`src/rtl/io_port_bank_if.sv`:
```
// Port-bank bus: select/data from the datapath, strobed outputs, raw input pins.
// master drives sel/dir/wdata/out_ack/in_port/err_clr; slave is the bank itself.
interface io_port_bank_if #(
    parameter int P = 16,
    parameter int W = 4
);
    logic [P-1:0]   sel;
    logic           dir;
    logic [W-1:0]   wdata;
    logic [W-1:0]   rdata;
    logic           rvalid;
    logic [P*W-1:0] out_port;
    logic [P-1:0]   out_stb;
    logic [P-1:0]   out_ack;
    logic [P*W-1:0] in_port;
    logic           err;
    logic           err_clr;

    modport master (
        output sel, dir, wdata, out_ack, in_port, err_clr,
        input  rdata, rvalid, out_port, out_stb, err
    );

    modport slave (
        input  sel, dir, wdata, out_ack, in_port, err_clr,
        output rdata, rvalid, out_port, out_stb, err
    );
endinterface

```
`src/rtl/io_port_bank.sv`:
```
// Sixteen-port nibble I/O bank: one-hot select steers OUT writes into strobed
// latches and IN reads from 2-flop synchronized pins; sticky protocol error.
// Ports: clk, reset (async, active-high), bus (io_port_bank_if.slave).
module io_port_bank #(
    parameter int P = 16,
    parameter int W = 4
) (
    input  logic           clk,
    input  logic           reset,
    io_port_bank_if.slave  bus
);
    logic [P*W-1:0] r_sync1;
    logic [P*W-1:0] r_sync2;
    logic [P*W-1:0] r_out;
    logic [P-1:0]   r_stb;
    logic [W-1:0]   r_rdata;
    logic           r_rvalid;
    logic           r_err;

    logic           w_any;
    logic           w_multi;
    logic           w_one;
    logic [P-1:0]   w_wr;
    logic           w_ovw;
    logic           w_rd;
    logic           w_new_err;
    logic [W-1:0]   w_rmux;

    // sel & (sel-1) clears the lowest set bit; anything left means multi-hot
    assign w_any     = |bus.sel;
    assign w_multi   = |(bus.sel & (bus.sel - P'(1)));
    assign w_one     = w_any & ~w_multi;
    assign w_wr      = {P{w_one & bus.dir}} & bus.sel;
    assign w_rd      = w_one & ~bus.dir;
    // a write with a same-cycle ack is a clean handoff, not an overwrite
    assign w_ovw     = |(w_wr & r_stb & ~bus.out_ack);
    assign w_new_err = w_multi | w_ovw;

    // OR-mux is exact because it is only used when sel is one-hot
    always_comb begin
        w_rmux = '0;
        for (int i = 0; i < P; i++) begin
            if (bus.sel[i]) begin
                w_rmux = w_rmux | r_sync2[i*W +: W];
            end
        end
    end

    always_ff @(posedge clk or posedge reset) begin
        if (reset) begin
            r_sync1 <= '0;
            r_sync2 <= '0;
        end else begin
            r_sync1 <= bus.in_port;
            r_sync2 <= r_sync1;
        end
    end

    always_ff @(posedge clk or posedge reset) begin
        if (reset) begin
            r_out <= '0;
            r_stb <= '0;
        end else begin
            for (int i = 0; i < P; i++) begin
                if (w_wr[i]) begin
                    r_out[i*W +: W] <= bus.wdata;
                    r_stb[i]        <= 1'b1;
                end else if (r_stb[i] && bus.out_ack[i]) begin
                    r_stb[i] <= 1'b0;
                end
            end
        end
    end

    always_ff @(posedge clk or posedge reset) begin
        if (reset) begin
            r_rdata  <= '0;
            r_rvalid <= 1'b0;
        end else begin
            r_rvalid <= w_rd;
            if (w_rd) begin
                r_rdata <= w_rmux;
            end
        end
    end

    // a fresh error outranks a same-cycle clear
    always_ff @(posedge clk or posedge reset) begin
        if (reset) begin
            r_err <= 1'b0;
        end else if (w_new_err) begin
            r_err <= 1'b1;
        end else if (bus.err_clr) begin
            r_err <= 1'b0;
        end
    end

    assign bus.rdata    = r_rdata;
    assign bus.rvalid   = r_rvalid;
    assign bus.out_port = r_out;
    assign bus.out_stb  = r_stb;
    assign bus.err      = r_err;
endmodule
```
`src/flat_wrapper.sv`:
```
// flat-port wrapper written by rule: the top's interface ports become plain ports
module io_port_bank_flat 
#(
    parameter int P = 16,
    parameter int W = 4
)
  (clk, reset, bus_sel, bus_dir, bus_wdata, bus_out_ack, bus_in_port, bus_err_clr, bus_rdata, bus_rvalid, bus_out_port, bus_out_stb, bus_err);
  io_port_bank_if #(.P(P), .W(W)) bus_i ();
  input  logic clk;
  input  logic reset;
  input wire logic [$bits(bus_i.sel)-1:0] bus_sel;
  input wire logic [$bits(bus_i.dir)-1:0] bus_dir;
  input wire logic [$bits(bus_i.wdata)-1:0] bus_wdata;
  input wire logic [$bits(bus_i.out_ack)-1:0] bus_out_ack;
  input wire logic [$bits(bus_i.in_port)-1:0] bus_in_port;
  input wire logic [$bits(bus_i.err_clr)-1:0] bus_err_clr;
  output wire logic [$bits(bus_i.rdata)-1:0] bus_rdata;
  output wire logic [$bits(bus_i.rvalid)-1:0] bus_rvalid;
  output wire logic [$bits(bus_i.out_port)-1:0] bus_out_port;
  output wire logic [$bits(bus_i.out_stb)-1:0] bus_out_stb;
  output wire logic [$bits(bus_i.err)-1:0] bus_err;
  assign bus_i.sel = bus_sel;
  assign bus_i.dir = bus_dir;
  assign bus_i.wdata = bus_wdata;
  assign bus_i.out_ack = bus_out_ack;
  assign bus_i.in_port = bus_in_port;
  assign bus_i.err_clr = bus_err_clr;
  assign bus_rdata = bus_i.rdata;
  assign bus_rvalid = bus_i.rvalid;
  assign bus_out_port = bus_i.out_port;
  assign bus_out_stb = bus_i.out_stb;
  assign bus_err = bus_i.err;
  io_port_bank #(.P(P), .W(W)) u_core (.clk(clk), .reset(reset), .bus(bus_i));
endmodule
```
`config.mk`:
```
export PLATFORM = sky130hd
export DESIGN_NAME = io_port_bank_flat
export DESIGN_NICKNAME = d
export VERILOG_FILES = /design/src/rtl/io_port_bank_if.sv /design/src/rtl/io_port_bank.sv /design/src/flat_wrapper.sv
export SDC_FILE = /design/constraint.sdc
export NUM_CORES = 1
export LEC_CHECK = 0
export BUFFER_PORTS_ARGS = -buffer_cell sky130_fd_sc_hd__buf_2
export CORE_MARGIN = 2
export CORE_UTILIZATION = 40
export CTS_CLUSTER_DIAMETER = 200
export DETAILED_ROUTE_END_ITERATION = 6
export PLACE_DENSITY = 0.64
export SETUP_SLACK_MARGIN = 0.05
export SYNTH_ARGS = -nofsm -noshare
export SYNTH_HDL_FRONTEND = slang
export SYNTH_SLANG_ARGS = --single-unit
```
`constraint.sdc`:
```
create_clock -name clk -period 8.6 [get_ports clk]
set_clock_uncertainty 0.2 [all_clocks]
set_input_delay 0.86 -clock clk [delete_from_list [all_inputs] [get_ports clk]]
set_output_delay 0.86 -clock clk [all_outputs]
set_load 0.03 [all_outputs]
```
# After elaboration in Yosys (flattened, before gate mapping)
# Cells that the tools add are included.
# op_classes
n_eq_ne	0
div	0
shift	0
muxes	50
multipliers	0
n_reduce_logical	36
bitwise_logic	26
magnitude_cmp	0
addsub	1
# op_table
operator	count
AND 16 bit	4
2-to-1 mux 4 bit	16
OR 4 bit	15
OR reduction 16 bit	3
2-to-1 mux 1 bit	34
nonzero test 2 bit	17
logical AND 1 bit	16
NOT 16 bit	1
subtractor 16 x 1 -> 16 bit (second input constant)	1
AND 1 bit	3
NOT 1 bit	2
OR 1 bit	1
# totals
ff_bits	214
out_inout_bits	86
word_cells	150
romBits	0
latchBits	0
ram_bits	0
n_memories	0

# Longest topological paths before layout
# logic_depth
word_depth	31
depth_mapped	8

# Worst setup path before layout
# No wires, ideal clock.
# synth_path
path_kind	in2reg
startpoint	in bus_sel[0]
endpoint	reg u_core.r_out[20] (netlist: u_core.bus.out_port[20])
setup_time_ps	125
setup_slack_ps	5268
arrival_ps	3007
path_stages	8
required_time_ps	8275
cell_sequence	buf_4 or4_4 nor4_2 o2111ai_1 nor4_4 buf_6 nand2_4 mux2_4
# synth_via
elab_chain_cells	7
word_cells_on_any_way	8
# synth_lines
item	line_no	rtl
start: declaration	flat_wrapper.sv:11	input wire logic [$bits(bus_i.sel)-1:0] bus_sel;
subtractor 16 x 1 -> 16 bit	io_port_bank.sv:31	assign w_multi = |(bus.sel & (bus.sel - P'(1)));
AND 16 bit	io_port_bank.sv:31	
OR reduction 16 bit	io_port_bank.sv:31	
NOT 1 bit	io_port_bank.sv:32	assign w_one = w_any & ~w_multi;
AND 1 bit (*)	io_port_bank.sv:32	
AND 1 bit (*)	io_port_bank.sv:33	assign w_wr = {P{w_one & bus.dir}} & bus.sel;
AND 16 bit (*)	io_port_bank.sv:33	
end signal: indexed assignment	io_port_bank.sv:66	r_out[i*W +: W] <= bus.wdata;
end: declaration	io_port_bank.sv:14	logic [P*W-1:0] r_out;
# Mark *: on every way between the ends. The rest lies on a longest branch, timed or not.
# A chain may end at the register's enable or synchronous reset.

# Final worst setup path
# layout_path
startpoint	in bus_sel[3]
endpoint	reg u_core.r_out[18] (netlist: u_core.bus.out_port[18])
# Same word-level chain as after synthesis.

==> out/metrics.csv <==
metric,value,unit
outcome,"finished, final reports clean",
Int Power,1.68,mW
final setup fails,0,
combinational share of power,0.043,
Die Area,19300,sq um
utilization after layout,0.513,
CP max stage delay,730,ps
average cell area after synthesis,16.4,sq um
vias in the first global route,4884,
family with the most delay on the worst path,simple AND/OR/NAND/NOR gates,
CP Cell Sequence,buf_2 > or4_4 > a2111oi_0 > a21oi_1 > nor4_4 > buf_4 > nand2_4 > mux2_1,
Rel. slew slack,0.246,
share of layout cells above drive strength 1,0.472,
Most Crowded Layer GR,met2,
# hold bufs at CTS,0,
Final nets,741,
Layout Area Growth over Synthesis,26.3,%
Async SR Flop Fraction,1.00,
Final Critical Period,3780,ps
drt via density,4.97,
clock buffer depth,3,
PwrDens,231,nW/um^2
"EDFF count, synth",0,
WP data required,8790,ps
Critical Path Start Type,primary input,
GRT Util Overall,0.182,
M1 GR Usage,0.245,
max_cap viols,0,
row cnt,49,
Die X,139,um
Synth Area in XOR/XNOR,0,
Yosys warnings,0,
DR iter-0 viols,171,
Buffers & Inverters on Critical Path,2,
Mapped Nets,548,
#FFs+latches synth,214,
Post-Synthesis Cells,444,
sw frac,0.208,
crit path DAT,3970,ps
largest family of logic cells by synthesized area,multiplexers,
antenna violations before repair,4,
HP Class,reg2reg,
Num Clock Sinks,214,
# resized after CTS,0,
H-Tree Depth,1,
Initial Util,0.406,
adder-cell share of the synthesized area,0.00275,
Sw Pwr,0.441,mW
Final period util,0.440,
max-slew violations,0,
mux contribution to synthesized area,0.112,
detailed-route wire length,17500,um
clock slew at reported path FFs,60,ps
met2 Track Usage GR,0.290,
slowest CP cell,nor4_4,
fmax,264,MHz
met3 global-route usage,0.0380,
GPL Wtd Cong,0.782,
worst-path fanout max,9,
clock power share,0.464,
Detailed Place HPWL,12200,um
CP Class,in2reg,
Hold Fails Final Rpt,0,
static leakage,4.76,nW
Routed wire per std cell,19.8,um
die height,139,um
most used cells in the layout excluding fill and tap cells,"dfrtp_1, buf_2, mux2_2",
Clock Latency Late Sink,500,ps
"most common cell after layout, fill and taps aside",dfrtp_1,
clk root buf,clkbuf_16,
compound-cell area share of the yosys netlist,0.0661,
Port Buf Inserts,189,
setup bufs post-CTS,0,
setup TNS,0,ps
Seq pwr share,0.494,
I/O Pins,190,
Worst Setup End Kind,register,
"Distinct cells, synth",38,
CTS tree,yes,
core area,17900,sq um
largest net degree at the start of global routing,129,
DRC,0,
Synth Area in Simple Gates,0.0582,
TritonRoute pass-1 iters,4,
sequential element share of the synthesized area,0.737,
Slew @ Worst Pin,1130,ps
DR vias,4397,
RSZ-0062 raised after global routing,no,
Netlist Area Pre-Place,7270,sq um
Synth Flop Type,dfrtp_1,
post-route ant nets,0,
cts bufs inserted,21,
global-route wire length before repair,27000,um
VDD IR-drop max,246,uV
grt ovf,0,
per-layer routing:
layer | part of all wire | wire length [um]
met1 | 0.44 | 7800
met2 | 0.46 | 8150
met3 | 0.055 | 958
met4 | 0.036 | 629
met5 | 0 | 0
sequential cells by signal, summed over array words and instances, names as in the netlist:
| name | cells |
|---|---|
| u_core.bus.err | 1 |
| u_core.bus.out_port | 64 |
| u_core.bus.out_stb | 16 |
| u_core.bus.rdata | 4 |
| u_core.bus.rvalid | 1 |
| u_core.r_sync1 | 64 |
| u_core.r_sync2 | 64 |
per-stage QoR:
| stage | setup slack, ps | hold WS (ps) | area [sq um] | cells | total power [mW] |
|---|---|---|---|---|---|
| after CTS | 4920 | 146 | 9170 | 880 | 2.15 |
| after global routing | 4620 | 151 | 9180 | 883 | 2.20 |
| after detailed placement | 4410 | 135 | 8420 | 843 | 1.16 |
| after global placement | 4610 | 133 | 8420 | 843 | 1.16 |
| after floorplan | 1690 | 131 | 7270 | 444 | 1.11 |
| final | 4820 | 144 | 9180 | 884 | 2.12 |
synth_stat cells (all sizes together), types with 4 or more instances:
cell	n	area, sq um
dfrtp	214	5360
nand4	7	43.8
nor4	5	52.6
nor2	4	15.0
nand3b	14	105
buf	10	65.1
inv	20	75.1
mux2	68	811
o21ai	16	80.1
a221oi	16	140
a22o	16	140
nand2	16	135
clkbuf	11	41.3
final timing paths:
check                                   startpoint                      end  slack, ps  depth (start not counted)
worst min-delay path            u_core.r_sync1[54]       u_core.r_sync2[54]        140                          0
max in group asynchronous                    reset   u_core.bus.out_stb[15]       6190                          3
min in group asynchronous                    reset       u_core.r_sync1[36]        280                          2
worst min register to register  u_core.r_sync1[54]       u_core.r_sync2[54]        140                          0
worst max-delay path                    bus_sel[3]  u_core.bus.out_port[18]       4820                          8
worst max register to register  u_core.r_sync2[36]      u_core.bus.rdata[0]       6770                          4
area by class of cell:
cell class	instances	area (sq um)
fill	1510	8720
sequential	214	5360
clock buffer	29	606
tap	229	287
multi-input combinational	189	1730
clock inverter	8	146
antenna	4	10.0
timing repair buffer	191	961
inverter	20	82.6
power by group through the flow:
stage          Combinational, mW  Clock (mW)  Sequential (mW)
5_1_grt                    0.101        1.05             1.05
4_1_cts                   0.0930        1.01             1.05
3_3_place_gp              0.0903           0             1.07
6_report                  0.0911       0.984             1.05
2_1_floorplan             0.0450           0             1.07
3_5_place_dp              0.0926           0             1.07
worst reg2reg max path, delay by kind of cell, from the launching register on:
kind | cells | cell delay (ps)
multiplexers | 1 | 280
AND/OR/NAND/NOR | 1 | 160
flip-flops | 1 | 360
AO/OA/AOI/OAI | 2 | 720
cells by family (layout without fill, tap and decap cells):
family	after synthesis	after routing
flip-flops	214	214
multiplexers	68	68
AO/OA/AOI/OAI	62	62
AND/OR/NAND/NOR	57	57
buffers and inverters	41	248
adder cells (fa/ha/maj)	2	2
other	0	4
Power figures use the tool's default switching activity.
